**src/rtl/mem_wb_stage.sv**
```systemverilog
// -----------------------------------------------------------------------------
// mem_wb_stage
//   MEM/WB pipeline register and writeback formatting for the 5-stage RV32I
//   core. Captures memory-stage results, extracts and extends load data,
//   selects the final result and drives the register-file write port. The
//   writeback value (wb_write_data) doubles as the EX-stage forwarding source.
//
//   Optional feature: define WB_INSTRET_EN to add the 64-bit retired
//   instruction counter output wb_instret.
//
// Ports:
//   clk, rst_n        rising-edge clock, asynchronous active-low reset
//   stall, flush      hold / invalidate stage contents (flush has priority)
//   m_valid           MEM stage holds a valid instruction
//   m_reg_write, m_rd destination write enable and register
//   m_result_src      00=ALU, 01=load, 10=PC+4, 11=immediate
//   m_funct3          load size/sign (RV32I encoding)
//   m_alu_result      ALU result; bits [1:0] are the load byte offset
//   m_pc_plus4        PC+4 for JAL/JALR
//   m_imm             U-type immediate
//   m_mem_rdata       raw aligned word from data memory
//   wb_valid          stage holds a valid instruction
//   wb_reg_write      register-file write enable (never set for x0)
//   wb_rd             register-file write address (0 when invalid)
//   wb_write_data     formatted write data (0 when invalid)
//   wb_instret        retired instruction count (WB_INSTRET_EN only)
// -----------------------------------------------------------------------------
module mem_wb_stage #(
   parameter int unsigned XLEN = 32
) (
   input  logic            clk,
   input  logic            rst_n,
   input  logic            stall,
   input  logic            flush,
   input  logic            m_valid,
   input  logic            m_reg_write,
   input  logic [4:0]      m_rd,
   input  logic [1:0]      m_result_src,
   input  logic [2:0]      m_funct3,
   input  logic [XLEN-1:0] m_alu_result,
   input  logic [XLEN-1:0] m_pc_plus4,
   input  logic [XLEN-1:0] m_imm,
   input  logic [XLEN-1:0] m_mem_rdata,
   output logic            wb_valid,
   output logic            wb_reg_write,
   output logic [4:0]      wb_rd,
   output logic [XLEN-1:0] wb_write_data
`ifdef WB_INSTRET_EN
   ,
   output logic [63:0]     wb_instret
`endif
);

   logic            valid_q,      valid_d;
   logic            reg_write_q,  reg_write_d;
   logic [4:0]      rd_q,         rd_d;
   logic [1:0]      result_src_q, result_src_d;
   logic [2:0]      funct3_q,     funct3_d;
   logic [1:0]      offset_q,     offset_d;
   logic [XLEN-1:0] alu_result_q, alu_result_d;
   logic [XLEN-1:0] pc_plus4_q,   pc_plus4_d;
   logic [XLEN-1:0] imm_q,        imm_d;
   logic [XLEN-1:0] mem_rdata_q,  mem_rdata_d;

   // Next-state: flush only clears valid; the stale fields are masked by
   // valid on every output, so they never reach the register file.
   always_comb begin
      valid_d      = valid_q;
      reg_write_d  = reg_write_q;
      rd_d         = rd_q;
      result_src_d = result_src_q;
      funct3_d     = funct3_q;
      offset_d     = offset_q;
      alu_result_d = alu_result_q;
      pc_plus4_d   = pc_plus4_q;
      imm_d        = imm_q;
      mem_rdata_d  = mem_rdata_q;
      if (flush) begin
         valid_d = 1'b0;
      end else if (!stall) begin
         valid_d      = m_valid;
         reg_write_d  = m_reg_write;
         rd_d         = m_rd;
         result_src_d = m_result_src;
         funct3_d     = m_funct3;
         offset_d     = m_alu_result[1:0];
         alu_result_d = m_alu_result;
         pc_plus4_d   = m_pc_plus4;
         imm_d        = m_imm;
         mem_rdata_d  = m_mem_rdata;
      end
   end

   always_ff @(posedge clk or negedge rst_n) begin
      if (!rst_n) begin
         valid_q      <= 1'b0;
         reg_write_q  <= 1'b0;
         rd_q         <= '0;
         result_src_q <= '0;
         funct3_q     <= '0;
         offset_q     <= '0;
         alu_result_q <= '0;
         pc_plus4_q   <= '0;
         imm_q        <= '0;
         mem_rdata_q  <= '0;
      end else begin
         valid_q      <= valid_d;
         reg_write_q  <= reg_write_d;
         rd_q         <= rd_d;
         result_src_q <= result_src_d;
         funct3_q     <= funct3_d;
         offset_q     <= offset_d;
         alu_result_q <= alu_result_d;
         pc_plus4_q   <= pc_plus4_d;
         imm_q        <= imm_d;
         mem_rdata_q  <= mem_rdata_d;
      end
   end

   // Load formatting from registered fields only (no input-to-output path).
   logic [7:0]      load_byte;
   logic [15:0]     load_half;
   logic [XLEN-1:0] load_data;
   logic [XLEN-1:0] result;

   always_comb begin
      case (offset_q)
         2'd0:    load_byte = mem_rdata_q[7:0];
         2'd1:    load_byte = mem_rdata_q[15:8];
         2'd2:    load_byte = mem_rdata_q[23:16];
         default: load_byte = mem_rdata_q[31:24];
      endcase
      load_half = offset_q[1] ? mem_rdata_q[31:16] : mem_rdata_q[15:0];

      case (funct3_q)
         3'b000:  load_data = {{(XLEN-8){load_byte[7]}}, load_byte};
         3'b100:  load_data = {{(XLEN-8){1'b0}}, load_byte};
         3'b001:  load_data = {{(XLEN-16){load_half[15]}}, load_half};
         3'b101:  load_data = {{(XLEN-16){1'b0}}, load_half};
         default: load_data = mem_rdata_q;
      endcase

      case (result_src_q)
         2'b00:   result = alu_result_q;
         2'b01:   result = load_data;
         2'b10:   result = pc_plus4_q;
         default: result = imm_q;
      endcase
   end

   always_comb begin
      wb_valid      = valid_q;
      wb_reg_write  = valid_q & reg_write_q & (rd_q != 5'd0);
      wb_rd         = valid_q ? rd_q : 5'd0;
      wb_write_data = valid_q ? result : '0;
   end

`ifdef WB_INSTRET_EN
   logic [63:0] instret_q, instret_d;

   // Counts the held instruction on the edge it leaves the stage, so a
   // stalled instruction is counted exactly once and a flushed one never.
   always_comb begin
      instret_d = instret_q + 64'(valid_q & ~stall & ~flush);
   end

   always_ff @(posedge clk or negedge rst_n) begin
      if (!rst_n) begin
         instret_q <= '0;
      end else begin
         instret_q <= instret_d;
      end
   end

   assign wb_instret = instret_q;
`endif

endmodule

```
**config.mk**
```make
export PLATFORM = sky130hd
export DESIGN_NAME = mem_wb_stage
export DESIGN_NICKNAME = d
export VERILOG_FILES = /design/src/rtl/mem_wb_stage.sv
export SDC_FILE = /design/constraint.sdc
export NUM_CORES = 1
export LEC_CHECK = 0
export ABC_AREA = 1
export BUFFER_PORTS_ARGS = -buffer_cell sky130_fd_sc_hd__buf_2
export CAP_MARGIN = 0
export CORE_MARGIN = 2
export CORE_UTILIZATION = 50
export CTS_CLUSTER_DIAMETER = 150
export CTS_CLUSTER_SIZE = 10
export DETAILED_ROUTE_END_ITERATION = 16
export GPL_ROUTABILITY_DRIVEN = 1
export PLACE_DENSITY = 0.8
export SYNTH_ARGS = -nofsm -noshare
export SYNTH_HDL_FRONTEND = slang
export SYNTH_SLANG_ARGS = --single-unit
```
**constraint.sdc**
```tcl
create_clock -name clk -period 3.3 [get_ports clk]
set_input_delay 0 -clock clk [delete_from_list [all_inputs] [get_ports clk]]
set_output_delay 0 -clock clk [all_outputs]
set_load 0.1 [all_outputs]
```
# After elaboration in Yosys (flattened, before gate mapping)
# Cells that the tools add are included.
# word_totals
reg_bits,142
output_inout_bits,39
elab_cells,35
# op_classes
eq_ne,8
bitwise_logic,4
n_mux,8
reduce_logical,5
# ops
op,count
$pmux W32 S4,1
$pmux W32 S3,1
$mux W32,1
$pmux W8 S3,1
$mux W16,1
$eq A3 B3 Y1 const B,2
$mux W5,1
$reduce_bool A5 Y1,1
$eq A2 B1 Y1 const B,2
$eq A2 B2 Y1 const B,2
$logic_not A2 Y1,2
$eq A3 B1 Y1 const B,1
$logic_not A3 Y1,1
$and A1 B1 Y1,2
$mux W1,2
$ne A2 B1 Y1 const B,1
$not A1 Y1,2
$reduce_and A2 Y1,1

# Longest topological paths before layout
# depth
depth_word,5
depth_mapped,10
mapped_depth_nobuf,9

# Worst setup path before layout
# No wires, ideal clock.
# synth_path
path_type,reg-to-output
start,register valid_q (netlist: wb_valid)
end,output port wb_write_data[5]
slack_ps,431
path_buffers,2
path_stages_with_launch,5
t_required_ps,3300
arrival_time_ps,2869
cell_sequence,dfrtp_1 -> clkbuf_1 -> clkbuf_1 -> o21ai_0 -> nor2_1
# synth_between
elab_chain_cells,1
# synth_lines
item,line_no,rtl
from (decl),54,"logic valid_q, valid_d;"
from (signal assigned),107,valid_q <= valid_d;
$mux W32,155,wb_write_data = valid_q ? result : '0;
to (decl),47,output logic [XLEN-1:0] wb_write_data
# No other way between the ends.

# Worst setup path in the final report
# layout_path
start,register result_src_q[1]
end,output port wb_write_data[25]
# layout_between
elab_chain_cells,3
# layout_lines
item,line_no,rtl
from (decl),57,"logic [1:0] result_src_q, result_src_d;"
from (signal assigned),110,result_src_q <= result_src_d;
$eq A2 B2 Y1 (tied with other cells),143,case (result_src_q)
$pmux W32 S3 (*),143,
$mux W32 (*),155,
# Every way passes the cells marked *; elsewhere a longest branch is shown, timed or not.

==> results.py <==
metrics = {
    "status": {
        "status": "completed",
    },
    "grt": {
        "busiest_layer": "met2",
        "use_met1_pct": 37.9,
        "antenna_found_initial": 1,
        "grt_use_met3_pct": 7.03,
        "met2_usage_pct": 52.3,
        "grt_pass1_vias": 6958,
        "overflow": 0,
        "grt_pass1_wl_um": 35000,
        "grt_max_degree": 206,
        "grt_usage_pct": 31.9,
    },
    "critical_path": {
        "crit_family": "buffers and inverters",
        "slowest_delay_ns": 0.50,
        "worstPathMaxFanout": 28,
        "cp_num_buf_inv": 3,
        "slowest_stage": "dfrtp_1",
        "crit_required_ns": 3.30,
        "critPathCaptureType": "output pin",
        "startpoint_type": "flip-flop",
        "critPathKind": "reg -> out",
        "worstPathCellList": "inv_2 -> nand2_1 -> buf_4 -> a21oi_1 -> nand2_2 -> a21oi_2 -> buf_2",
        "critPathArrivalTime_ns": 2.79,
    },
    "synthesis": {
        "synth-xor-area-share_pct": 0,
        "synth_warnings": 0,
        "muxShareOfSynthArea_pct": 12.2,
        "synth_cell_type_count": 29,
        "syn_nets": 892,
        "yosysTopAreaCell": "dfrtp_1",
        "ys_ff_latch": 140,
        "postSynthCellCount": 748,
        "synth.top_cell.area_share_pct": 51.4,
        "synth_compound_area_share_pct": 18.2,
        "syn_avg_cell_area_um2": 9.12,
        "synth_adder_area_share_pct": 0,
        "ys_seq_area_share_pct": 51.4,
        "synth_simple_gate_area_share_pct": 10.9,
        "synth_area_um2": 6820,
        "synth_top_family_by_area": "compound AO/OA/AOI/OAI gates",
        "synth_area_leaders": "dfrtp_1 (51%), mux2_2 (11%), o21ai_0 (8.4%)",
    },
    "floorplan": {
        "io_pins": 183,
        "rows": 42,
        "die_w_um": 121,
        "core_um2": 13300,
        "start_util_pct": 51.3,
        "die_area_um2": 14600,
        "die_h_um": 121,
    },
    "clock_tree": {
        "numCtsBuffers": 17,
        "clock_latency_ns": 0.42,
        "clk_path_buf_depth": 2,
        "cts_tree": "yes",
        "h-tree-depth": 4,
        "post-cts-setup-buffers": 0,
        "clockRootBuffer": "clkbuf_16",
        "clkTransAtPathRegs_ns": 0.06,
        "cts_sinks": 140,
    },
    "power_and_ir_drop": {
        "p_switching_uw": 1700,
        "p_leak_uw": 0.00469,
        "power_per_cell_area_nw_per_um2": 548,
        "vdd_drop_max_mv": 0.487,
        "combPwrFrac_pct": 24.7,
        "cellInternalPower_uw": 3710,
        "clock_power_share_pct": 36.4,
        "p_seq_share_pct": 38.9,
        "swShare_pct": 31.5,
    },
    "detailed_routing": {
        "wl_per_cell_um": 18.3,
        "drcViolationCount": 0,
        "vias_per_cell": 5.39,
        "vias": 6707,
        "drt-initial-drc-count": 673,
        "dr.pass1.iters": 5,
        "finalWirelength_um": 22700,
        "antenna_left": 0,
    },
    "final_layout": {
        "fin_cells": 1244,
        "fillCellCount": 913,
        "final_common_cell": "buf_2",
        "final_cell_mix": "buf_2 (181), dlygate4sd3_1 (142), nand2_1 (140), dfrtp_1 (140), o21ai_0 (114)",
        "fin_nets": 1198,
        "finish.utilization_pct": 74.2,
        "drive_gt1_share_pct": 30.0,
        "design_area_um2": 9870,
        "syn2layout_area_growth_pct": 44.7,
    },
    "timing": {
        "max_slew_margin_pct": 42.6,
        "worstMarginPinSlew_ns": 0.861,
        "grt_setup_unrepaired": "false",
        "slew_violations": 0,
        "finalClockSkew_ns": 0,
        "hold_viol": 0,
        "hold_slack_ns": 0.223,
        "setup_tns_ns": 0,
        "fin_crit_ns": 2.79,
        "setup_violations": 0,
        "fin_crit_sh_pct": 84.5,
        "fmax_mhz": 359,
    },
    "worst_hold_path": {
        "hold_path_class": "in -> async",
    },
    "placement": {
        "placed_area_um2": 7840,
        "gp_congestion": 0.971,
        "dp.cells": 1069,
        "port_buffers": 182,
        "dp_hpwl_um": 13100,
    },
    "job": {
        "maxCapViolations": 0,
    },
}
[state kept, by name, summed over array words and instances (netlist names)]
register      flops
result_src_q      2
pc_plus4_q       32
mem_rdata_q      32
wb_valid          1
offset_q          1
imm_q            32
reg_write_q       1
funct3_q          3
alu_result_q     31
rd_q              5
[metrics by stage]
| step | power, µW | setup slack (ns) |
|---|---|---|
| after floorplan | 2920 | 0.431 |
| after global placement | 3260 | 1.05 |
| after detailed placement | 3280 | 1.03 |
| after CTS | 5370 | 0.576 |
| after global routing | 5620 | 0.402 |
| final | 5410 | 0.513 |
[synth_stat cells]
library cell  count
clkbuf_1         27
nand2_1         140
mux2i_1           1
nor2_2            1
a21oi_2          10
nand3_1           7
o311ai_0          1
nand2_4           3
inv_2             3
a211oi_1          1
o21a_1            2
mux2_1            5
a221oi_1          5
nor2_1           10
nor3_1            1
nand2_2          13
a31oi_1           2
nor2_4            1
dfrtp_1         140
o22ai_1           2
buf_2            18
buf_12            1
buf_1             1
inv_1            72
nand4_1           1
o21ai_0         114
mux2_2           68
a21oi_1          97
clkinv_1          1
[power groups by stage]
| stage | registers (µW) | logic, µW | clock network [µW] |
|---|---|---|---|
| 6_report | 2110 | 1340 | 1970 |
| 4_1_cts | 2090 | 1300 | 1980 |
| 2_1_floorplan | 2070 | 857 | 0 |
| 3_3_place_gp | 2110 | 1150 | 0 |
| 5_1_grt | 2130 | 1440 | 2050 |
| 3_5_place_dp | 2120 | 1160 | 0 |
[metal layers]
metal	part of all wire, %	up-vias	wire length [µm]
met5	0	-	0
met4	5.3	0	1210
met3	6.6	100	1510
met2	49	353	11100
met1	39	3155	8960
li1	-	3099	-
[path summary, 6_finish.rpt]
path,startpoint,to,slack [ns],cells past startpoint
worst max-delay path,result_src_q[1],wb_write_data[25],0.51,7
worst min-delay path,rst_n,rd_q[0],0.22,2
worst max register to register,wb_valid,wb_valid,1.28,4
worst min register to register,alu_result_q[15],alu_result_q[15],0.49,1
max in group asynchronous,rst_n,imm_q[11],2.14,3
min in group clk,stall,pc_plus4_q[15],0.30,5
[cell type report]
class                      instances  area [µm²]  share of cell area (%)
timing repair buffer             334        2430                    24.6
multi-input combinational        485        2830                    28.6
clock buffer                      25         495                    5.02
sequential                       140        3500                    35.5
inverter                          76         285                    2.89
clock inverter                     7         110                    1.12
tap                              176         220                    2.23
antenna                            1        2.50                  0.0254
[worst reg2reg max path: stages, from the launching register on]
cell and delay, ns:
dfrtp_1 0.78, buf_4 0.39, mux2i_1 0.13, nor2_1 0.10, dlygate4sd3_1 0.55
[kinds of logic after synthesis]
group | Yosys count
compound gates | 234
mux | 74
buf+inv | 123
simple gates | 177
flops | 140
[timing repair]
item                                    in CTS  in global routing
endpoints found under the setup margin       0                  0
hold buffers                               142                  0
endpoints found under the hold margin      230                  0
gates resized for setup                      0                  0
(Power assumes the default switching activity.)
